### config.mk
export PLATFORM = sky130hd
export DESIGN_NAME = uart_rx_flat
export DESIGN_NICKNAME = d
export VERILOG_FILES = /design/src/rtl/uart_rx_if.sv /design/src/rtl/uart_rx.sv /design/src/flat_wrapper.sv
export SDC_FILE = /design/constraint.sdc
export NUM_CORES = 1
export LEC_CHECK = 0
export CORE_MARGIN = 8
export CORE_UTILIZATION = 40
export DETAILED_ROUTE_END_ITERATION = 8
export DONT_BUFFER_PORTS = 1
export SETUP_SLACK_MARGIN = 0.05
export SKIP_LAST_GASP = 1
export SLEW_MARGIN = 15
export SYNTH_ARGS = -nofsm -noshare
export SYNTH_HDL_FRONTEND = slang
export SYNTH_SLANG_ARGS = --single-unit
### constraint.sdc
create_clock -name clk -period 3.35 [get_ports clk]
set_clock_uncertainty 0.15 [all_clocks]
set_input_delay 0.335 -clock clk [delete_from_list [all_inputs] [get_ports clk]]
set_output_delay 0.335 -clock clk [all_outputs]
set_load 0.02 [all_outputs]
### src/rtl/uart_rx_if.sv
`default_nettype none
// ============================================================================
//  Module     : uart_rx_if
//  Description: Received-byte stream (valid/ready/data) plus the two error
//               pulses of the UART receiver, bundled for module ports.
//  Revision   : 1.0  initial release
// ============================================================================
interface uart_rx_if;
  logic       valid;
  logic       ready;
  logic [7:0] data;
  logic       frame_err;
  logic       overrun;

  // Receiver side: produces the stream and the error pulses
  modport master (
    output valid,
    output data,
    output frame_err,
    output overrun,
    input  ready
  );

  // Consumer side: accepts bytes and observes the error pulses
  modport slave (
    input  valid,
    input  data,
    input  frame_err,
    input  overrun,
    output ready
  );
endinterface
`default_nettype wire

### src/rtl/uart_rx.sv
`default_nettype none
// ============================================================================
//  Module     : uart_rx
//  Description: 8N1 asynchronous serial receiver, LSB first, idle-high line.
//               One bit period is clkdiv+1 clk cycles. The rx pin is
//               synchronised, each bit is sampled at mid-period and the byte
//               is offered through a one-entry holding register on a
//               valid/ready stream. Framing errors and overruns are reported
//               as single-cycle pulses.
//  Revision   : 1.0  initial release
// ============================================================================
module uart_rx #(
  parameter int SYNC_STAGES = 2   // rx synchroniser depth, at least 2
) (
  input  wire logic        clk,
  input  wire logic        rst,
  input  wire logic [31:0] clkdiv,
  input  wire logic        rx,
  uart_rx_if.master        bus
);

  typedef enum logic [2:0] {
    S_IDLE  = 3'd0,
    S_START = 3'd1,
    S_DATA  = 3'd2,
    S_STOP  = 3'd3,
    S_BREAK = 3'd4
  } state_t;

  // Synchroniser chain; stage 0 captures the pin, the last stage is rx_s
  logic [SYNC_STAGES-1:0] r_sync;

  state_t      r_state;
  logic [31:0] r_clkcnt;
  logic [2:0]  r_bitcnt;
  logic [7:0]  r_shift;

  logic        r_valid;
  logic [7:0]  r_data;
  logic        r_frame_err;
  logic        r_overrun;

  logic        w_rx_s;
  logic        w_cnt_zero;
  logic        w_deliver;

  assign w_rx_s     = r_sync[SYNC_STAGES-1];
  assign w_cnt_zero = (r_clkcnt == 32'd0);
  // A byte is complete when the stop bit is sampled high
  assign w_deliver  = (r_state == S_STOP) && w_cnt_zero && w_rx_s;

  assign bus.valid     = r_valid;
  assign bus.data      = r_data;
  assign bus.frame_err = r_frame_err;
  assign bus.overrun   = r_overrun;

  // Shift the asynchronous pin through the synchroniser; preset to idle-high
  // so a line that is already idle after reset never looks like a start bit
  always_ff @(posedge clk or posedge rst) begin
    if (rst) begin
      r_sync <= '1;
    end else begin
      r_sync <= {r_sync[SYNC_STAGES-2:0], rx};
    end
  end

  // Frame state machine with the holding register and error pulses
  always_ff @(posedge clk or posedge rst) begin
    if (rst) begin
      r_state     <= S_IDLE;
      r_clkcnt    <= 32'd0;
      r_bitcnt    <= 3'd0;
      r_shift     <= 8'd0;
      r_valid     <= 1'b0;
      r_data      <= 8'd0;
      r_frame_err <= 1'b0;
      r_overrun   <= 1'b0;
    end else begin
      // Error outputs are pulses; they fall unless re-raised below
      r_frame_err <= 1'b0;
      r_overrun   <= 1'b0;

      // Holding register: a new byte is taken if the slot is empty or is
      // being drained in this same cycle, otherwise the new byte is lost
      if (w_deliver) begin
        if (!r_valid || bus.ready) begin
          r_data  <= r_shift;
          r_valid <= 1'b1;
        end else begin
          r_overrun <= 1'b1;
        end
      end else if (r_valid && bus.ready) begin
        r_valid <= 1'b0;
      end

      case (r_state)
        S_IDLE: begin
          // Falling edge seen: wait half a bit to land mid start bit
          if (!w_rx_s) begin
            r_clkcnt <= clkdiv >> 1;
            r_state  <= S_START;
          end
        end

        S_START: begin
          if (w_cnt_zero) begin
            if (!w_rx_s) begin
              r_clkcnt <= clkdiv;
              r_bitcnt <= 3'd0;
              r_state  <= S_DATA;
            end else begin
              // Low pulse too short to be a start bit
              r_state <= S_IDLE;
            end
          end else begin
            r_clkcnt <= r_clkcnt - 32'd1;
          end
        end

        S_DATA: begin
          if (w_cnt_zero) begin
            // LSB arrives first, so shifting right leaves it in bit 0
            r_shift  <= {w_rx_s, r_shift[7:1]};
            r_clkcnt <= clkdiv;
            r_bitcnt <= r_bitcnt + 3'd1;
            if (r_bitcnt == 3'd7) begin
              r_state <= S_STOP;
            end
          end else begin
            r_clkcnt <= r_clkcnt - 32'd1;
          end
        end

        S_STOP: begin
          if (w_cnt_zero) begin
            if (w_rx_s) begin
              r_state <= S_IDLE;
            end else begin
              r_frame_err <= 1'b1;
              r_state     <= S_BREAK;
            end
          end else begin
            r_clkcnt <= r_clkcnt - 32'd1;
          end
        end

        S_BREAK: begin
          // A held-low line reports one framing error, then waits for idle
          if (w_rx_s) begin
            r_state <= S_IDLE;
          end
        end

        default: begin
          r_state <= S_IDLE;
        end
      endcase
    end
  end

endmodule
`default_nettype wire
### src/flat_wrapper.sv
// flat-port wrapper written by rule: the top's interface ports become plain ports
module uart_rx_flat 
#(
  parameter int SYNC_STAGES = 2                                       
)
  (clk, rst, clkdiv, rx, bus_valid, bus_data, bus_frame_err, bus_overrun, bus_ready);
  uart_rx_if bus_i ();
  input  wire logic clk;
  input  wire logic rst;
  input  wire logic [31:0] clkdiv;
  input  wire logic rx;
  output wire logic [$bits(bus_i.valid)-1:0] bus_valid;
  output wire logic [$bits(bus_i.data)-1:0] bus_data;
  output wire logic [$bits(bus_i.frame_err)-1:0] bus_frame_err;
  output wire logic [$bits(bus_i.overrun)-1:0] bus_overrun;
  input wire logic [$bits(bus_i.ready)-1:0] bus_ready;
  assign bus_valid = bus_i.valid;
  assign bus_data = bus_i.data;
  assign bus_frame_err = bus_i.frame_err;
  assign bus_overrun = bus_i.overrun;
  assign bus_i.ready = bus_ready;
  uart_rx #(.SYNC_STAGES(SYNC_STAGES)) u_core (.clk(clk), .rst(rst), .clkdiv(clkdiv), .rx(rx), .bus(bus_i));
endmodule
### Yosys cells after proc, flatten, opt, wreduce, memory -nomap -nowiden

Index checks and enable logic that the tools add are counted.

| storage, ports and cells | value |
|---|---|
| bits of input ports | 36 |
| flip-flop bits (word level) | 59 |
| word-level logic and storage cells | 69 |
| output and inout port bits | 11 |

| operators by class | value |
|---|---|
| reduce and logical (&&, ||, !) cells | 16 |
| muxes and demuxes | 27 |
| add/subtract/negate cells | 2 |
| equal/unequal tests | 15 |

Operator list:

| operator | number |
|---|---|
| 32-bit two-way mux | 5 |
| 32-bit case mux with 4 select lines | 1 |
| 32-bit logical NOT | 1 |
| 32-bit by 1-bit subtractor with 32-bit output (second input constant) | 1 |
| 3-bit two-way mux | 10 |
| 3-bit case mux with 5 select lines | 1 |
| 2-bit by 1-bit inequality test with 1-bit output (second input constant) | 5 |
| 1-bit two-way mux | 8 |
| 2-bit inequality test (second input constant) | 4 |
| 4-bit AND reduction | 2 |
| 3-bit by 2-bit == test with 1-bit output (second input constant) | 2 |
| 3-bit == test (second input constant) | 2 |
| 3-bit case mux with 2 select lines | 1 |
| 2-bit AND reduction | 3 |
| 6-bit AND reduction | 1 |
| 2-bit nonzero test | 2 |
| 4-bit nonzero test | 1 |
| 3-bit by 1-bit adder with 3-bit output (second input constant) | 1 |
| 3-bit by 1-bit == test with 1-bit output (second input constant) | 1 |
| 1-bit logical AND | 3 |
| 3-bit logical NOT | 1 |
| 3-bit inequality test (second input constant) | 1 |
| 2-bit two-way mux | 1 |
| 1-bit logical NOT | 1 |
| 1-bit logical OR | 1 |

### Depth between registers and ports, before layout

Gate-level depths: netlist (run 1).

| logic depth | value |
|---|---|
| depth after elaboration | 5 |
| gate-level depth with buffers | 10 |
| depth with buffers taken out | 8 |

### Worst setup path after synthesis (run 1)

No wires, ideal clock.

| timing | value |
|---|---|
| path type | register -> register |
| start | register u_core.r_clkcnt[15] |
| end | register u_core.r_clkcnt[14] |
| stages on the path, launching flop included | 9 |
| setup time | 0.128 ns |
| slack | 0.756 ns |
| buffers on the path | 2 |
| data required time | 3.072 ns |
| clock period less this slack | 2.594 ns |
| data arrival time | 2.316 ns |
| path through | dfrtp_1 > or4_4 > nor4_4 > and4_1 > buf_4 > nor2_2 > buf_6 > a221oi_1 > o2bb2ai_1 |

| on the way | value |
|---|---|
| word-level cells in the longest chain between the ends | 3 |
| elaborated cells on any way between the ends | 7 |
| classes of those cells | eq/ne: 2; mux: 3; reduce/logical: 2 |

RTL lines:

| item | RTL line | RTL |
|---|---|---|
| start: declaration | uart_rx.sv:34 | `logic [31:0] r_clkcnt;` |
| start signal: assignment | uart_rx.sv:100 | `r_clkcnt <= clkdiv >> 1;` |
| start signal: assignment | uart_rx.sv:108 | `r_clkcnt <= clkdiv;` |
| start signal: assignment | uart_rx.sv:116 | `r_clkcnt <= r_clkcnt - 32'd1;` |
| 32-bit logical NOT (*) | uart_rx.sv:48 | `assign w_cnt_zero = (r_clkcnt == 32'd0);` |
| 3-bit inequality test (no line), or another cell as far along | -- |  |
| 4-bit AND reduction (no line) or 32-bit case mux with 4 select lines (tied branches) | -- |  |

Mark *: on every way between the ends. The rest lies on a longest branch, timed or not.
A chain may end at the register's enable or synchronous reset.

### Final worst setup path (run 1)

| timing | value |
|---|---|
| start | register u_core.r_clkcnt[0] |
| end | register u_core.r_clkcnt[22] |

| on the way | value |
|---|---|
| word-level cells in the longest chain between the ends | 3 |
| elaborated cells on any way between the ends | 9 |
| classes of those cells | add/sub: 1; eq/ne: 2; mux: 4; reduce/logical: 2 |

RTL lines:

| item | RTL line | RTL |
|---|---|---|
| 32-bit by 1-bit subtractor with 32-bit output or 32-bit logical NOT (tied branches) | -- |  |
| 32-bit two-way mux, or another cell as far along | uart_rx.sv:135 | `if (w_cnt_zero) begin` |
| 32-bit case mux with 4 select lines or 4-bit AND reduction (tied branches) | -- |  |

Parallel ways exist; a longest one is shown, timed or not. The select of a mux whose other input is x is not followed.

==> run summary, run 1 <==
Setup violations remaining at the end of the flow were counted as 0. The number of antenna violations at the first check in global routing is 0. The flow ran to the end, and the final reports show no timing, DRC or antenna violations. The netlist area before placement is 3600 sq um. The number of rows created at floorplan is 34. Dividing the synthesized area by the synthesized cell count gives 9.75 sq um. Sequential cells were found to cover 41.1% of the synthesized design area. At the worst endpoint, the required time is 3440 ps. The largest buffer count on any clock path is 2. The share of synthesized registers carrying an async set or reset is 100%. In the synthesized netlist the dominant register cell turns out to be sky130_fd_sc_hd__dfrtp_1. STA classifies the critical path endpoint as a flop. The total overflow reported by the global router is 0. Clock tree synthesis found a total of 59 sinks.

The portion of the clock cycle consumed by the worst path in the final layout came out at 85.5%. The finished layout holds approximately 480 standard cells, fillers aside. The static leakage came out at 1.55 nW. Max-cap violations in this run came to 0.

The first global-routing pass estimated approximately 16000 um of wire. The path class of the tightest hold or removal check is primary input to flop. The number of failing hold endpoints at the final stage came out at 0.

The post-synthesis register bit count is 59. The final-layout fill cell count came out at 828. The clock buffer count from CTS is 9.

Walking the worst path, the cells encountered are inv_1 -> ha_1 -> nor3b_1 -> and4_1 -> and4_1 -> nor2_2 -> a31oi_1 -> o21ai_0. Entering global routing, the biggest net connects 60 pins. The count of distinct cell types in the synthesized netlist came out at 60. Buffers placed on the I/O ports in this run total 0.

The total global routing track utilization is 15.9%. The number of remaining DRC errors came out at 0. Data on the critical path arrives at its endpoint at 2960 ps. The repair_antennas step left the layout with diodes totalling 0. The slew at the pin closest to its max-slew limit is 994 ps. After synthesis, the cell types taking the most area are sky130_fd_sc_hd__dfrtp_1, sky130_fd_sc_hd__mux2_2, sky130_fd_sc_hd__a22o_1. The routed wire length came out at 9590 um. The mean number of vias per cell came out at 6.32. The ratio of total power to cell area is 463 nW/um^2. The final total negative setup slack is 0 ps. Synthesis handed over a netlist of approximately 370 instances.

The net count reported at finish is 410. From left edge to right edge, the die measures 111 um. In this run the tightest slew margin relative to its limit is 33.7%. The clock insertion delay at the later pin of the skew report came out at between 300 and 400 ps. The hold-fix buffer count after cts came out at 2.

The number of synthesized flops with an enable pin came out at 0. Of all cell types, the one taking the most synthesized area is sky130_fd_sc_hd__dfrtp_1. The half-perimeter wire length after placement is roughly 6700 um. The core outline area came out at approximately 8700 sq um. In this run the worst path has a maximum fanout of 22. The total power consumption of the routed design came out at 1.81 mW. The slowest stage of the critical path is the sky130_fd_sc_hd__nor2_2 cell. The H-tree was split into 3 levels. Subtracting the final worst setup slack from the clock period gives 2860 ps. The max-slew violation count came to 0.

The share of Yosys cell area claimed by the top area cell type is 39.7%. The ratio of cells with drive above 1 in the final layout came out at ~17%. In this run, placement finished with an instance count of around 470. The number of global-route vias before repair came out at around 3000.

The largest vdd supply drop is 0.302 mV. The number of post-CTS setup repair buffers came out at 0. The initial cell density of the core is 41.2%. TritonCTS built the clock tree. The number of nets produced by synthesis is 409. By startpoint and endpoint, the worst setup path is classified as flop to flop. The clock-pin slew of the registers on the worst-case setup and hold paths is 70 ps. STA classifies the critical path startpoint as a flop. The final route contains 3052 vias.

The first-pass iteration count of the detailed router is 4. The last weighted congestion value of the routability-driven placer is 0.830. The relative area change from synthesis to final layout came out at 8.63%. The fmax came out at 0.349 GHz. The vertical extent of the die came out at 111 um. The total number of yosys warnings came out at 0. The overall die area came out at approximately 12000 sq um. In this design, the critical path's most frequently occurring cell is sky130_fd_sc_hd__and4_1.

In this run the remaining antenna-violating nets after routing total 0. The number of cells upsized or downsized after cts is 0. Setup repair after global routing left no endpoint under its margin. The tree is rooted in a sky130_fd_sc_hd__clkbuf_8. The mean routed wirelength per cell is 19.9 um. For this design the top-level I/O count stands at 47. The number of DRC markers after the initial detailed-route iteration came out at around 230. The delay of the slowest cell on the worst path came out at between 700 and 800 ps.
==> Yosys cell counts (4+ instances only) <==
cell	n
sky130_fd_sc_hd__a211oi_1	4
sky130_fd_sc_hd__a21oi_1	14
sky130_fd_sc_hd__a221oi_1	5
sky130_fd_sc_hd__a22o_1	23
sky130_fd_sc_hd__a22oi_1	11
sky130_fd_sc_hd__a31oi_1	11
sky130_fd_sc_hd__and2_1	5
sky130_fd_sc_hd__and3_1	4
sky130_fd_sc_hd__and4_1	6
sky130_fd_sc_hd__buf_2	7
sky130_fd_sc_hd__buf_4	4
sky130_fd_sc_hd__clkbuf_1	12
sky130_fd_sc_hd__dfrtp_1	57
sky130_fd_sc_hd__ha_1	4
sky130_fd_sc_hd__inv_1	10
sky130_fd_sc_hd__mux2_2	18
sky130_fd_sc_hd__nand2_1	15
sky130_fd_sc_hd__nand3_1	6
sky130_fd_sc_hd__nor2_1	23
sky130_fd_sc_hd__nor3_1	17
sky130_fd_sc_hd__nor4_1	7
sky130_fd_sc_hd__o21ai_0	30
sky130_fd_sc_hd__o21ai_1	7
sky130_fd_sc_hd__o22ai_1	5
sky130_fd_sc_hd__o2bb2ai_1	8
sky130_fd_sc_hd__o31ai_1	4
sky130_fd_sc_hd__or4_1	4
==> final timing paths <==
path                       depth (start not counted)  slack, ps                from                   to
setup / recovery                                   8        490  u_core.r_clkcnt[0]  u_core.r_clkcnt[22]
min in group asynchronous                          3        520                 rst   u_core.bus.data[5]
hold / removal                                     2         40          clkdiv[31]  u_core.r_clkcnt[31]
hold reg to reg                                    0        210    u_core.r_sync[0]     u_core.r_sync[1]
max in group asynchronous                          3       2020                 rst  u_core.r_clkcnt[19]
setup reg to reg                                   8        490  u_core.r_clkcnt[0]  u_core.r_clkcnt[22]
==> cells by family after synthesis <==
kind of cell / count (synthesis) / synth area share (%)
and+or+nand+nor: 113 / 19.4
muxes: 18 / 5.64
AOI/OAI and AO/OA: 138 / 27.1
adders and majority gates: 4 / 1.39
xor gates and xnor gates: 1 / 0.244
buffers and inverters: 36 / 5.05
DFF: 59 / 41.1
==> power breakdown <==
part | internal (mW) | total, mW | switching, mW
clock network | 0.343 | 0.639 | 0.296
logic | 0.129 | 0.259 | 0.130
registers | 0.793 | 0.909 | 0.116
==> area by class of cell <==
type / instances / area [sq um] / area share (%)
clock buffers: 10 / 128 / 3.27
well taps: 108 / 135 / 3.46
clock inverters: 6 / 66.3 / 1.70
flip-flops and latches: 59 / 1480 / 37.9
multi-input cells: 274 / 1940 / 49.6
repair buffers: 16 / 125 / 3.20
inverters: 10 / 37.5 / 0.961
==> flip-flops by register name, summed over array words and instances, names as in the netlist, 2 cells and up <==
name / cells
u_core.bus.data: 8
u_core.r_bitcnt: 3
u_core.r_clkcnt: 32
u_core.r_shift: 8
u_core.r_state: 3
u_core.r_sync: 2
==> critical path: cells and delay by family (launching register included) <==
kind / cells / cell delay (ps)
AOI/OAI and AO/OA: 2 / 410
adders and majority gates: 1 / 220
buffers and inverters: 1 / 110
DFF: 1 / 420
and+or+nand+nor: 4 / 1450
==> metal layers <==
metal | share of wire [%] | vias to the layer above | global-route usage [%] | wire [um]
met2 | 44 | 108 | 23.3 | 4230
li1 | - | 1438 | - | -
met3 | 8.5 | 26 | 5.41 | 816
met4 | 2.1 | 0 | 6.94 | 205
met5 | 0 | - | 0 | 0
met1 | 45 | 1480 | 20.5 | 4340
==> per-stage QoR <==
| step | hold slack (ps) | util [%] | area (sq um) | setup slack, ps |
|---|---|---|---|---|
| 6_report | 39.3 | 44.8 | 3910 | 485 |
| 5_1_grt | 44.9 | 44.8 | 3910 | 218 |
| 4_1_cts | 28.9 | 44.8 | 3910 | 536 |
| 3_5_place_dp | 190 | 42.3 | 3690 | 535 |
| 3_3_place_gp | 190 | 42.3 | 3690 | 615 |
| 2_1_floorplan | 189 | - | 3600 | 756 |
==> cells in the final DEF, fill, tap and decap left out, drive strengths merged, types with 6 or more instances in the layout <==
cell	instances
and4	6
nor4	8
nand2	16
nor2	24
a22oi	11
a21oi	14
buf	14
mux2	18
clkbuf	10
a31oi	11
dfrtp	57
o21ai	37
a22o	23
nor3	19
inv	10
nand3	6
o2bb2ai	8
or4	6
Power figures use the tool's default switching activity.
==> run 2: changes to the inputs <==
Settings changed: SKIP_CTS_REPAIR_TIMING set to 1.
Clock period 3.35 ns to 2.77 ns, I/O delays scaled along.
==> run summary, run 2 (synthesis results as in run 1) <==
The relative area change from synthesis to final layout came out at 17.8%. The min-delay analysis places its worst path in the category primary input to flop. The clock net sink count was 59 (unchanged).

The clock insertion delay at the later pin of the skew report is 340 ps (about the same). CTS placed an instance of sky130_fd_sc_hd__clkbuf_8 at the clock tree root. The largest vdd supply drop came out at 0.304 mV (+0.82%). The final core utilization is 48.6% (+3.8 points).

The portion of the clock cycle consumed by the worst path in the final layout was 96.3% (+11 points). The routed wire length is 9760 um (+1.8%). The final worst-path setup slack came out at 102 ps (-384 ps). The final-layout fill cell count is 811 (-2.1%).

STA classifies the critical path startpoint as a flop. The mean number of vias per cell came out at 6.21 (-1.8%). The horizontal extent of the die is 111 um (unchanged).

The checks that failed: hold timing. The total power consumption of the routed design is 2.19 mW (+21%). The fmax came to 0.375 GHz (+7.4%). The library cells used most frequently in the layout, excluding fill and tap cells, are sky130_fd_sc_hd__dfrtp_1, sky130_fd_sc_hd__buf_4, sky130_fd_sc_hd__o21ai_0. The max-slew violation count came out at 0 (unchanged). The setup path with the least slack is of type flop to flop.

The mean routed wirelength per cell came out at 19.1 um (-3.8%). The ratio of total power to cell area is 516 nW/um^2 (+12%). The number of remaining DRC errors came out at 0 (unchanged). The global-route wire length before repair is 15600 um (-1.7%). The data required time of the critical path is 2850 ps (-590 ps). The top-level port count is 47 (unchanged). The final total negative setup slack came out at 0 ps (unchanged). The number of DRC markers after the initial detailed-route iteration is 252 (+8.2%). The overall die area is 12300 sq um (unchanged). The static leakage is 1.73 nW (+11%).

The total global routing track utilization is 15.5% (-0.38 points). The worst slew margin relative to its limit is 58.8% (+25 points). The half-perimeter wire length after placement came to 6780 um (+1.9%). The total inserted antenna cells is 0 (unchanged). The number of failing hold endpoints at the final stage was 1 (+1). The register bank with the most flops is u_core.r_clkcnt. The minimum clock period is 2670 ps (-196 ps). The number of max-capacitance violations reported is 0 (unchanged). The post-route standard cell area excluding fillers came out at 4240 sq um (+8.5%). The last weighted congestion value of the routability-driven placer is 0.858 (+3.4%). The critical-path maximum fanout came out at 6 (-73%).

The slew at the pin closest to its max-slew limit was 617 ps (-377 ps). The leading cell type in the layout, fill and taps excluded is sky130_fd_sc_hd__dfrtp_1. The sequential cell area is 1480 sq um (unchanged). The pin count of the biggest net entering global routing came out at 40 (-33%). The non-filler instance count after layout is 511 (+5.8%). The worst setup path is captured at a flop. The combined area of the multi-input logic cells came out at 2010 sq um (+4.0%). The core outline area is 8720 sq um (unchanged). The largest buffer count on any clock path came to 2 (unchanged). The deepest level of the CTS H-tree came out at 3 (unchanged). The number of global-route vias before repair is 2965 (+0.34%).

The first-pass iteration count of the detailed router is 5 (+1). The cell area after placement came to 3850 sq um (+4.3%). TritonCTS built the clock tree. The run finished, with violations left. The arrival time reported for the critical path endpoint was 2750 ps (-210 ps). The vias after detailed routing came to 3171 (+3.9%). The final hold slack came out at -0.755 ps (-40.1 ps). The clock buffer count from CTS was 9 (unchanged). The count of placed standard cells including taps is 481 (+3.4%).

The count of port buffers added during placement was 0 (unchanged). The post-placement setup slack is 25.2 ps (-510 ps). The number of rows created at floorplan came out at 34 (unchanged).

The net count reported at finish is 438 (+6.8%). The number of antenna violations at the first check in global routing was 0 (unchanged). The total overflow reported by the global router was 0 (unchanged).

The ratio of cells with drive above 1 in the final layout is 24.6% (+7.2 points). The clock-pin slew of the registers on the worst-case setup and hold paths is 70 ps (about the same). The vertical extent of the die came to 111 um (unchanged). The number of flip-flops in the largest register came out at 32 (unchanged). The initial cell density of the core came out at 41.2% (unchanged). The count of endpoints failing setup in the final report is 0 (unchanged). Setup repair after global routing could not meet its margin everywhere. The remaining antenna violation count after routing came to 0 (unchanged).
run 2: final cells by class:
cell class	count	share of cell area [%]
Multi-Input combinational cell	275	47.5
Sequential cell	59	34.9
Timing Repair Buffer	43	9.36
Tap cell	108	3.19
Clock buffer	9	2.92
Clock inverter	7	1.24
Inverter	10	0.886
run 2: worst paths after layout:
kind | cells past startpoint | to | start | slack [ps]
setup / recovery | 7 | u_core.r_shift[0] | u_core.r_clkcnt[5] | 100
hold / removal | 2 | u_core.r_clkcnt[2] | clkdiv[2] | -0.8
min in group asynchronous | 2 | u_core.bus.data[6] | rst | 310
hold reg to reg | 0 | u_core.r_sync[1] | u_core.r_sync[0] | 210
max in group asynchronous | 3 | u_core.r_sync[1] | rst | 1500
setup reg to reg | 7 | u_core.r_shift[0] | u_core.r_clkcnt[5] | 100
run 2: critical path: stages (launching register included):
cell and delay [ps]:
sky130_fd_sc_hd__dfrtp_1 380, sky130_fd_sc_hd__or4_4 580, sky130_fd_sc_hd__nor4_4 360, sky130_fd_sc_hd__buf_4 200, sky130_fd_sc_hd__nand4_4 160, sky130_fd_sc_hd__nor3_4 270
sky130_fd_sc_hd__buf_6 160, sky130_fd_sc_hd__mux2_4 300
run 2: where the power goes:
group          switching [mW]  internal [mW]  total, mW
registers               0.113          0.959       1.07
clock network           0.374          0.326      0.700
logic                   0.199          0.217      0.416
run 2: routing by layer:
| metal | part of all wire (%) | vias up | wire length [um] | GRT usage [%] |
|---|---|---|---|---|
| met5 | 0 | - | 0 | 0 |
| met4 | 1.8 | 0 | 176 | 5.41 |
| met3 | 7.4 | 16 | 719 | 4.87 |
| met2 | 46 | 98 | 4460 | 22.4 |
| met1 | 45 | 1556 | 4400 | 21.0 |
| li1 | - | 1501 | - | - |
==> run 3: changes to the inputs <==
Settings changed: SKIP_CTS_REPAIR_TIMING 1 to unset.
==> run summary, run 3 (synthesis results as in run 1) <==
The number of rows created at floorplan is 34 (unchanged). The met1 track demand over resource came out at 21.0% (-0.065 points). The deepest level of the CTS H-tree was 3 (unchanged). The clock-pin slew of the registers on the worst-case setup and hold paths came to 70 ps (about the same). The number of flip-flops in the largest register came out at 32 (unchanged).

The met3 track utilization from global routing is 4.87% (unchanged). The top cell types in the final layout, fill and taps aside, are sky130_fd_sc_hd__dfrtp_1, sky130_fd_sc_hd__buf_4, sky130_fd_sc_hd__o21ai_0. The layer with the highest usage is met2. The count of port buffers added during placement is 0 (unchanged). The worst slew margin relative to its limit came out at 58.8% (about the same). The largest buffer count on any clock path came out at 2 (unchanged). The remaining antenna violation count after routing was 0 (unchanged). The flow ran to the end, and the final reports show no timing, DRC or antenna violations. The ratio of cells with drive above 1 in the final layout is 23.0% (-1.5 points).

The max-slew violation count is 0 (unchanged). The final hold slack came to 12.0 ps (+12.7 ps). Traced cell by cell, the critical path runs through or4_4 -> nor4_4 -> buf_4 -> nand4_4 -> nor3_4 -> buf_4 -> mux2_2. The number of failing hold endpoints at the final stage is 0 (-1). The register-to-register path setup slack came out at 70 ps (-30 ps).

The delay of the slowest cell on the worst path came out at 590 ps (about the same). The worst register-to-register path ends at u_core.r_shift[1]. The count of endpoints failing setup in the final report came out at 0 (unchanged). The number of global-route vias before repair is 3004 (+1.3%).

The global-route wire length before repair was 15800 um (+0.88%). The static leakage is 1.72 nW (-0.55%). The clock insertion delay at the later pin of the skew report came out at 340 ps (about the same). The total inserted antenna cells came out at 0 (unchanged). The overall die area is 12300 sq um (unchanged). The final core utilization is 48.2% (-0.43 points).

The portion of the clock cycle consumed by the worst path in the final layout is 97.6% (+1.3 points). The slew at the pin closest to its max-slew limit is 618 ps (+0.609 ps). The largest vdd supply drop is 0.306 mV (+0.56%). The path category of the worst min-delay check is primary input to flop.

The kind of cell with the highest combined delay along the critical path is simple AND/OR/NAND/NOR gates. The vertical extent of the die is 111 um (unchanged). The minimum clock period is 2700 ps (+34.9 ps). The horizontal extent of the die was 111 um (unchanged). The mean number of vias per cell is 6.15 (-0.82%). The pin count of the biggest net entering global routing came to 40 (unchanged).

The cell depth of the worst setup path came to 7 (unchanged). The worst register-to-register path begins at u_core.r_clkcnt[5]. The number of antenna violations at the first check in global routing is 0 (unchanged). The instance count along the most critical hold path came out at 2 (unchanged). The fmax is 0.370 GHz (-1.3%). The clock buffer count from CTS is 9 (unchanged). The endpoint kind of the worst setup timing path is a flop. The cell at the slowest stage of the critical path is sky130_fd_sc_hd__or4_4. The arrival time reported for the critical path endpoint came out at 2780 ps (+30 ps). By instance count, the cell type seen most on the critical path is sky130_fd_sc_hd__buf_4.

The total overflow reported by the global router came out at 0 (unchanged). The top-level port count is 47 (unchanged). In this run the most critical hold path is launched from clkdiv[7].

The number of buffers and inverters on the critical path came out at 2 (unchanged). The half-perimeter wire length after placement is 6780 um (unchanged). The number of remaining DRC errors came to 0 (unchanged). The ratio of total power to cell area came out at 519 nW/um^2 (+0.61%).

The register bank with the most flops is u_core.r_clkcnt. The routed wire length is 9780 um (+0.17%). The cell sitting at the root of the clock tree is a sky130_fd_sc_hd__clkbuf_8. The number of max-capacitance violations reported came out at 0 (unchanged). The vias after detailed routing came out at 3151 (-0.63%). The mean routed wirelength per cell came to 19.1 um (about the same). The last weighted congestion value of the routability-driven placer came to 0.858 (unchanged).

The net count reported at finish came out at 439 (+0.23%). The destination of the worst hold path is u_core.r_clkcnt[7]. The data required time of the critical path came out at 2850 ps (about the same). The clock net sink count came out at 59 (unchanged). The core outline area was 8720 sq um (unchanged). The critical-path maximum fanout came out at 6 (unchanged). The depth of the most critical reg-to-reg path came to 7 (unchanged).

The met2 demand-to-capacity share in global routing came out at 22.8% (+0.44 points). The number of DRC markers after the initial detailed-route iteration is 251 (-0.40%). The worst setup path is launched from a flop. Relative to the synthesized area, the layout overhead comes to 16.8%.

The library cell used most frequently in the layout, excluding fill and tap cells, is sky130_fd_sc_hd__dfrtp_1. The initial cell density of the core is 41.2% (unchanged). The clock tree from TritonCTS is yes. The first-pass iteration count of the detailed router is 5 (unchanged).

The critical path is of the flop to flop type. The total global routing track utilization is 15.5% (+0.068 points). Setup repair after global routing could not meet its margin everywhere.
[run 3: changes by cell type in the layout (fill, tap and decap cells not counted), sizes merged]
cell / change
dlygate4sd3: +3
buf: -2
[run 3: final cells by class]
cell class | count | area, sq um
well taps | 108 | 135
multi-input cells | 275 | 1970
fillers | 818 | 4520
clock buffers | 9 | 124
flip-flops and latches | 59 | 1480
repair buffers | 44 | 404
clock inverters | 7 | 52.6
inverters | 10 | 37.5
[run 3: worst max path at each step]
stage               slack, ps             endpoint                start
finish                     70    u_core.r_shift[1]   u_core.r_clkcnt[5]
detailed placement         30   u_core.bus.data[7]  u_core.r_clkcnt[15]
global route              -30    u_core.r_shift[0]   u_core.r_clkcnt[5]
floorplan                 180  u_core.r_clkcnt[14]  u_core.r_clkcnt[15]
global placement           60   u_core.bus.data[2]  u_core.r_clkcnt[15]
CTS                        70    u_core.r_shift[0]  u_core.r_clkcnt[15]
[run 3: power by group]
group | internal [mW] | switching (mW)
registers | 0.959 | 0.113
clock network | 0.326 | 0.375
logic | 0.213 | 0.195
total | 1.50 | 0.683
[run 3: timing repair]
action | 4_1_cts | 5_1_grt
setup endpoints to repair | 8 | 41
endpoints found under the hold margin | 32 | 0
resized for setup | 0 | 7
gates cloned | 0 | 1
hold buffers | 8 | 0
pin swaps | 1 | 7
setup buffers | 0 | 6
[run 3: metrics by stage]
stage | area [sq um] | worst slack (ps) | instances | power, mW | setup TNS (ps)
after detailed placement | 3850 | 25.2 | 481 | 1.46 | 0
after global routing | 4200 | -27.9 | 512 | 2.31 | -120
after floorplan | 3600 | 176 | 369 | 1.32 | 0
after global placement | 3850 | 61.8 | 481 | 1.45 | 0
final | 4200 | 66.6 | 512 | 2.18 | 0
after CTS | 4110 | 68.8 | 505 | 2.17 | 0
[run 3: metal layers]
metal	share of wire, %	vias up
met3	7.4	13
met4	1.6	0
met2	46	97
met5	0	-
met1	45	1543
li1	-	1498
